==> src/rtl/kbd_pkg.sv <==
// Shared key-event field indices, PS/2 set-2 scancodes and the default binding table
// for key_event_decoder.
package kbd_pkg;

  localparam int VALID = 10;
  localparam int EXT   = 9;
  localparam int BRK   = 8;

  localparam logic [7:0] SC_W     = 8'h1D;
  localparam logic [7:0] SC_A     = 8'h1C;
  localparam logic [7:0] SC_S     = 8'h1B;
  localparam logic [7:0] SC_D     = 8'h23;
  localparam logic [7:0] SC_UP    = 8'h75;
  localparam logic [7:0] SC_LEFT  = 8'h6B;
  localparam logic [7:0] SC_DOWN  = 8'h72;
  localparam logic [7:0] SC_RIGHT = 8'h74;
  localparam logic [7:0] SC_P     = 8'h4D;
  localparam logic [7:0] SC_SPACE = 8'h29;
  localparam logic [7:0] SC_R     = 8'h2D;
  localparam logic [7:0] SC_ENTER = 8'h5A;
  localparam logic [7:0] SC_1     = 8'h16;
  localparam logic [7:0] SC_KP1   = 8'h69;

  function automatic logic [8:0] key_entry(input logic ext, input logic [7:0] code);
    return {ext, code};
  endfunction

  // Entry 0 sits in the least significant nine bits.
  localparam logic [125:0] DEFAULT_KEY_MAP = {
    key_entry(1'b0, SC_KP1),   key_entry(1'b0, SC_1),
    key_entry(1'b0, SC_ENTER), key_entry(1'b0, SC_R),
    key_entry(1'b0, SC_SPACE), key_entry(1'b0, SC_P),
    key_entry(1'b1, SC_RIGHT), key_entry(1'b1, SC_DOWN),
    key_entry(1'b1, SC_LEFT),  key_entry(1'b1, SC_UP),
    key_entry(1'b0, SC_D),     key_entry(1'b0, SC_S),
    key_entry(1'b0, SC_A),     key_entry(1'b0, SC_W)
  };

endpackage

==> src/rtl/key_event_decoder_if.sv <==
// Bundle between the keyboard front end (master) and key_event_decoder (slave).
interface key_event_decoder_if #(
  parameter int NUM_KEYS = 14
);
  logic [10:0]         key_event;
  logic                clear_all;
  logic [NUM_KEYS-1:0] press;
  logic [NUM_KEYS-1:0] release_pulse;
  logic [NUM_KEYS-1:0] held;
  logic                any_press;
  logic                unmapped;
  logic [8:0]          last_code;

  modport master (
    output key_event, clear_all,
    input  press, release_pulse, held, any_press, unmapped, last_code
  );

  modport slave (
    input  key_event, clear_all,
    output press, release_pulse, held, any_press, unmapped, last_code
  );
endinterface

==> src/rtl/key_repeat_timer.sv <==
// Shared auto-repeat timer: follows the most recently pressed key and emits a fire
// strobe after REPEAT_DELAY cycles, then every REPEAT_PERIOD cycles until released.
module key_repeat_timer #(
  parameter int NUM_KEYS      = 14,
  parameter int REPEAT_DELAY  = 50_000_000,
  parameter int REPEAT_PERIOD = 10_000_000,
  parameter int CNT_W         = $clog2(REPEAT_DELAY + 1),
  parameter int IDX_W         = 4
) (
  input  logic                clk,
  input  logic                rst,
  input  logic                clear,
  input  logic                start,
  input  logic [IDX_W-1:0]    start_idx,
  input  logic [NUM_KEYS-1:0] release_vec,
  output logic                fire,
  output logic [IDX_W-1:0]    target
);
  localparam logic [1:0] ST_IDLE   = 2'd0;
  localparam logic [1:0] ST_DELAY  = 2'd1;
  localparam logic [1:0] ST_REPEAT = 2'd2;

  logic [1:0]       state;
  logic [CNT_W-1:0] cnt;
  logic             tgt_rel;

  assign tgt_rel = release_vec[target];
  // A retarget, release or clear in the same cycle swallows the pending repeat.
  assign fire = (state != ST_IDLE) && (cnt == '0) && !clear && !start && !tgt_rel;

  always_ff @(posedge clk) begin
    if (rst) begin
      state  <= ST_IDLE;
      cnt    <= '0;
      target <= '0;
    end else if (clear) begin
      state <= ST_IDLE;
    end else if (start) begin
      state  <= ST_DELAY;
      target <= start_idx;
      cnt    <= CNT_W'(REPEAT_DELAY - 1);
    end else if (tgt_rel) begin
      state <= ST_IDLE;
    end else if (state != ST_IDLE) begin
      if (cnt == '0) begin
        state <= ST_REPEAT;
        cnt   <= CNT_W'(REPEAT_PERIOD - 1);
      end else begin
        cnt <= cnt - 1'b1;
      end
    end
  end
endmodule

==> src/rtl/key_event_decoder.sv <==
// Maps keyboard events onto per-key press/release pulses and held levels.
// Build with KEY_AUTO_REPEAT_EN defined to add the shared auto-repeat timer.
module key_event_decoder
  import kbd_pkg::*;
#(
  parameter int                    NUM_KEYS      = 14,
  parameter logic [9*NUM_KEYS-1:0] KEY_MAP       = DEFAULT_KEY_MAP,
  parameter int                    REPEAT_DELAY  = 50_000_000,
  parameter int                    REPEAT_PERIOD = 10_000_000,
  parameter int                    CNT_W         = $clog2(REPEAT_DELAY + 1)
) (
  input  logic               clk,
  input  logic               rst,
  key_event_decoder_if.slave bus
);
  localparam int IDX_W = (NUM_KEYS > 1) ? $clog2(NUM_KEYS) : 1;

  if (NUM_KEYS < 1 || NUM_KEYS > 32 || REPEAT_PERIOD < 1 ||
      REPEAT_PERIOD > REPEAT_DELAY || CNT_W < 1) begin : g_bad_cfg
    $error("key_event_decoder: unsupported parameter combination");
  end

  logic                valid, is_brk;
  logic [8:0]          ev_key, last_code_n;
  logic [NUM_KEYS-1:0] hit, new_press, press_n, release_n, held_n, rep_vec;
  logic                unmapped_n;

  logic [NUM_KEYS-1:0] press_p1, release_p1, held_p1;
  logic                any_press_p1, unmapped_p1;
  logic [8:0]          last_code_p1;

  always_comb begin
    valid  = bus.key_event[VALID] & ~bus.clear_all;
    is_brk = bus.key_event[BRK];
    ev_key = {bus.key_event[EXT], bus.key_event[7:0]};
    hit    = '0;
    for (int i = 0; i < NUM_KEYS; i++) begin
      hit[i] = valid && (ev_key == KEY_MAP[9*i +: 9]);
    end
    new_press   = is_brk ? '0 : (hit & ~held_p1);
    release_n   = bus.clear_all ? held_p1 : (is_brk ? (hit & held_p1) : '0);
    held_n      = bus.clear_all ? '0 : ((held_p1 | new_press) & ~release_n);
    unmapped_n  = valid && !is_brk && (hit == '0);
    last_code_n = valid ? ev_key : last_code_p1;
    press_n     = new_press | rep_vec;
  end

`ifdef KEY_AUTO_REPEAT_EN
  logic [IDX_W-1:0] start_idx, target;
  logic             fire;

  // When one event matches several bindings, the lowest index owns the timer.
  always_comb begin
    start_idx = '0;
    for (int i = NUM_KEYS - 1; i >= 0; i--) begin
      if (new_press[i]) start_idx = IDX_W'(i);
    end
    rep_vec = '0;
    if (fire) rep_vec[target] = 1'b1;
  end

  key_repeat_timer #(
    .NUM_KEYS      (NUM_KEYS),
    .REPEAT_DELAY  (REPEAT_DELAY),
    .REPEAT_PERIOD (REPEAT_PERIOD),
    .CNT_W         (CNT_W),
    .IDX_W         (IDX_W)
  ) u_timer (
    .clk         (clk),
    .rst         (rst),
    .clear       (bus.clear_all),
    .start       (|new_press),
    .start_idx   (start_idx),
    .release_vec (release_n),
    .fire        (fire),
    .target      (target)
  );
`else
  assign rep_vec = '0;
`endif

  // Output register stage: every output follows its accepted event by one cycle.
  always_ff @(posedge clk) begin
    if (rst) begin
      press_p1     <= '0;
      release_p1   <= '0;
      held_p1      <= '0;
      any_press_p1 <= 1'b0;
      unmapped_p1  <= 1'b0;
      last_code_p1 <= 9'h000;
    end else begin
      press_p1     <= press_n;
      release_p1   <= release_n;
      held_p1      <= held_n;
      any_press_p1 <= |press_n;
      unmapped_p1  <= unmapped_n;
      last_code_p1 <= last_code_n;
    end
  end

  assign bus.press         = press_p1;
  assign bus.release_pulse = release_p1;
  assign bus.held          = held_p1;
  assign bus.any_press     = any_press_p1;
  assign bus.unmapped      = unmapped_p1;
  assign bus.last_code     = last_code_p1;
endmodule

==> src/flat_wrapper.sv <==
// flat-port wrapper written by rule: the top's interface ports become plain ports
module key_event_decoder_flat import kbd_pkg::*;
#(
  parameter int                    NUM_KEYS      = 14,
  parameter logic [9*NUM_KEYS-1:0] KEY_MAP       = DEFAULT_KEY_MAP,
  parameter int                    REPEAT_DELAY  = 50_000_000,
  parameter int                    REPEAT_PERIOD = 10_000_000,
  parameter int                    CNT_W         = $clog2(REPEAT_DELAY + 1)
)
  (clk, rst, bus_key_event, bus_clear_all, bus_press, bus_release_pulse, bus_held, bus_any_press, bus_unmapped, bus_last_code);
  key_event_decoder_if #(.NUM_KEYS(NUM_KEYS)) bus_i ();
  input  logic clk;
  input  logic rst;
  input wire logic [$bits(bus_i.key_event)-1:0] bus_key_event;
  input wire logic [$bits(bus_i.clear_all)-1:0] bus_clear_all;
  output wire logic [$bits(bus_i.press)-1:0] bus_press;
  output wire logic [$bits(bus_i.release_pulse)-1:0] bus_release_pulse;
  output wire logic [$bits(bus_i.held)-1:0] bus_held;
  output wire logic [$bits(bus_i.any_press)-1:0] bus_any_press;
  output wire logic [$bits(bus_i.unmapped)-1:0] bus_unmapped;
  output wire logic [$bits(bus_i.last_code)-1:0] bus_last_code;
  assign bus_i.key_event = bus_key_event;
  assign bus_i.clear_all = bus_clear_all;
  assign bus_press = bus_i.press;
  assign bus_release_pulse = bus_i.release_pulse;
  assign bus_held = bus_i.held;
  assign bus_any_press = bus_i.any_press;
  assign bus_unmapped = bus_i.unmapped;
  assign bus_last_code = bus_i.last_code;
  key_event_decoder #(.NUM_KEYS(NUM_KEYS), .KEY_MAP(KEY_MAP), .REPEAT_DELAY(REPEAT_DELAY), .REPEAT_PERIOD(REPEAT_PERIOD), .CNT_W(CNT_W)) u_core (.clk(clk), .rst(rst), .bus(bus_i));
endmodule
==> config.mk <==
export PLATFORM = sky130hd
export DESIGN_NAME = key_event_decoder_flat
export DESIGN_NICKNAME = d
export VERILOG_FILES = /design/src/rtl/kbd_pkg.sv /design/src/rtl/key_event_decoder_if.sv /design/src/rtl/key_repeat_timer.sv /design/src/rtl/key_event_decoder.sv /design/src/flat_wrapper.sv
export SDC_FILE = /design/constraint.sdc
export NUM_CORES = 1
export LEC_CHECK = 0
export BUFFER_PORTS_ARGS = -buffer_cell sky130_fd_sc_hd__clkbuf_2
export CAP_MARGIN = 10
export CORE_MARGIN = 4
export CORE_UTILIZATION = 49
export DETAILED_ROUTE_END_ITERATION = 6
export PLACE_DENSITY = 0.76
export RECOVER_POWER = 50
export REMOVE_ABC_BUFFERS = 1
export SLEW_MARGIN = 10
export SYNTH_ARGS = -nofsm -noshare
export SYNTH_HDL_FRONTEND = slang
export SYNTH_SLANG_ARGS = --single-unit
==> constraint.sdc <==
create_clock -name clk -period 1.69 [get_ports clk]
set_input_delay 0 -clock clk [delete_from_list [all_inputs] [get_ports clk]]
set_output_delay 0 -clock clk [all_outputs]
set_load 0.05 [all_outputs]
==> impl_metrics.toml <==
[status]
run_status = "finished clean"

[synthesis]
synth_seq_area_share = 0.472
synthTopCellsByCount = "53 x dfxtp_1, 25 x nand2_1, 23 x nor2_1"
synth_compound_area_frac = 0.157
synthMostInstantiatedCell = "dfxtp_1"
synth_cell_types = 46
synthFlopType = "dfxtp_1"
synth-edff-count = 0
synth_fa_ha_area_frac = 0
synth.area.top_cells = "dfxtp_1 47%, nand2_1 4.2%, a21oi_1 4.0%, nor2_1 3.8%, nor3_1 3.6%"
syn_avg_cell_area_um2 = 9.14
synth_top_family_by_area = "simple AND/OR/NAND/NOR gates"
syn_area_um2 = 2250
synth_simple_gate_area_share = 0.310
ys_ff_latch = 53
async_flop_share = 0
synth_warnings = 0
synthMuxAreaShare = 0.0178
yosys.area.top_type = "dfxtp_1"
yosys.area_share.xor_xnor = 0
synthCells = 246
synth.top_cell.area_share = 0.472

[power]
seqPwrFrac = 0.573
clkPwrFrac = 0.321
switching_share = 0.252
finalPower_mw = 2.21
p_leak_nw = 1.08
power.internal_mw = 1.65
combPwrFrac = 0.106
ir_drop_mv = 0.401
power.density_nw_per_um2 = 813
switchingPower_uw = 556

[sta]
tightest_slew_ns = 0.692
finalSetupViolations = 0
hold_viol = 0
finalMaxSlewViolations = 0
rsz0062_at_grt = "no"
finClkSkew_ns = 0.00424
max_freq_ghz = 0.744
tns_ns = 0
min_period_ns = 1.34
min_period_over_period = 0.796
slew_headroom = 0.535

[route]
viasPerCell = 5.58
wl_met1_um = 2620
routedWlPerCell_um = 15.8
ant_nets = 0
wl_met3_um = 367
drcViolationCount = 0
dr.pass1.iters = 4
top_layer_used = "met4"
wl_met2_um = 2770
drt-total-wl_um = 5840
drt_iter0_drc = 158
vias = 2065

[global_routing]
grtUsageTotal = 0.216
grt_pass1_wl_um = 9350
antenna_found_initial = 0
grt-ovfl-total = 0
grt_max_degree = 16
grt_pass1_vias = 1898

[final_layout]
drive_gt1_frac = 0.176
final_nets = 332
antenna_cells = 0
stdcell_area_um2 = 2720
syn_to_final_growth_pct = 20.7

[die]
die_h_um = 75.8
core_area_um2 = 4380
dieWidth_um = 75.8
ios = 67
design.die.area_um2 = 5740
rows = 24
initial_core_util = 0.513

[clock_tree]
cts_root_buf = "clkbuf_8"
clock_latency_ns = 0.30
cts_tree = "done"
cts_max_level = 2
numCtsBuffers = 5
cts.hold.buffers_added = 2
clock_sinks = 53
clockBufferDepth = 2
cts.clk_slew.worst_paths_ns = 0.09
post_cts.repair.setup_buffers = 0
cts_resized = 0

[setup_path]
criticalPathCategory = "in -> reg"
arrival_ns = 1.56
start_kind = "input pin"
worstRegToRegCells = 4
worstPathMaxFanout = 11
crit_required_ns = 1.90
endpoint_kind = "flop"

[min_path]
whs_path_depth = 3
hp-class = "in -> reg"

[placement]
routabilityCongestion = 0.929
io_buffer_count = 66
placed_cell_area_um2 = 2680
dpl.hpwl_um = 4460

[flow_run]
cap_violations = 0
==> kinds of logic (layout without fill, tap and decap cells) <==
kind of cell           Yosys count  after routing
muxes                            4              4
AOI/OAI and AO/OA               49             49
DFF                             53             53
and+or+nand+nor                118            118
buffers and inverters           22             94
==> cells in the final DEF (no fill, tap or decap), drive strengths merged, types with 3 or more instances in the layout <==
master  instances
a21oi          18
nand2b          5
nor3           19
buf            12
a311oi          3
nor4            6
nor2b           6
nor3b          12
clkbuf         75
nand3           3
dfxtp          53
and2            3
a211oi          7
mux2i           4
nor2           23
o211a           7
nand2          25
a31oi           3
==> area by class of cell <==
| class | instances | area [um^2] |
|---|---|---|
| clock buffer | 6 | 82.6 |
| sequential | 53 | 1060 |
| inverter | 4 | 15.0 |
| multi-input combinational | 171 | 1080 |
| fill | 397 | 1670 |
| timing repair buffer | 83 | 402 |
| clock inverter | 1 | 7.51 |
| tap | 52 | 65.1 |
==> stage by stage <==
step,setup WS [ns],util,hold WS (ns),instances
final,0.345,0.619,0.0233,370
after global routing,0.177,0.619,0.00257,370
after CTS,0.447,0.636,0.0131,370
after detailed placement,0.136,0.610,0.311,361
after global placement,0.188,0.610,0.298,361
after floorplan,0.231,-,0.0691,228
==> critical path: stages <==
cell	delay, ns
clkbuf_1	0.15
nor3b_1	0.27
and4b_1	0.39
clkbuf_1	0.39
a21oi_1	0.12
a311oi_1	0.24
==> path summary, 6_finish.rpt <==
kind | startpoint | end | slack, ns
worst max-delay path | bus_clear_all | u_core.bus.held[12] | 0.35
worst min register to register | u_core.bus.last_code[7] | u_core.bus.last_code[7] | 0.46
worst min-delay path | bus_key_event[6] | u_core.bus.last_code[6] | 0.02
worst max register to register | u_core.bus.held[0] | u_core.bus.any_press | 0.44
==> power by group through the flow <==
stage,clock network [mW],registers (mW),logic (mW)
finish,0.709,1.26,0.234
CTS,0.733,1.26,0.237
global placement,0,1.29,0.233
global route,0.787,1.27,0.251
floorplan,0,1.33,0.0811
detailed placement,0,1.29,0.233
==> registers in the layout, summed over array words and instances (netlist names) <==
register	count
u_core.bus.any_press	1
u_core.bus.held	14
u_core.bus.release_pulse	14
u_core.bus.unmapped	1
u_core.bus.press	14
u_core.bus.last_code	9
==> layer usage <==
metal,track usage,vias up
li1,-,1036
met1,0.293,956
met2,0.332,67
met3,0.0488,6
met4,0.0854,0
met5,0,-
Power figures use the tool's default switching activity.
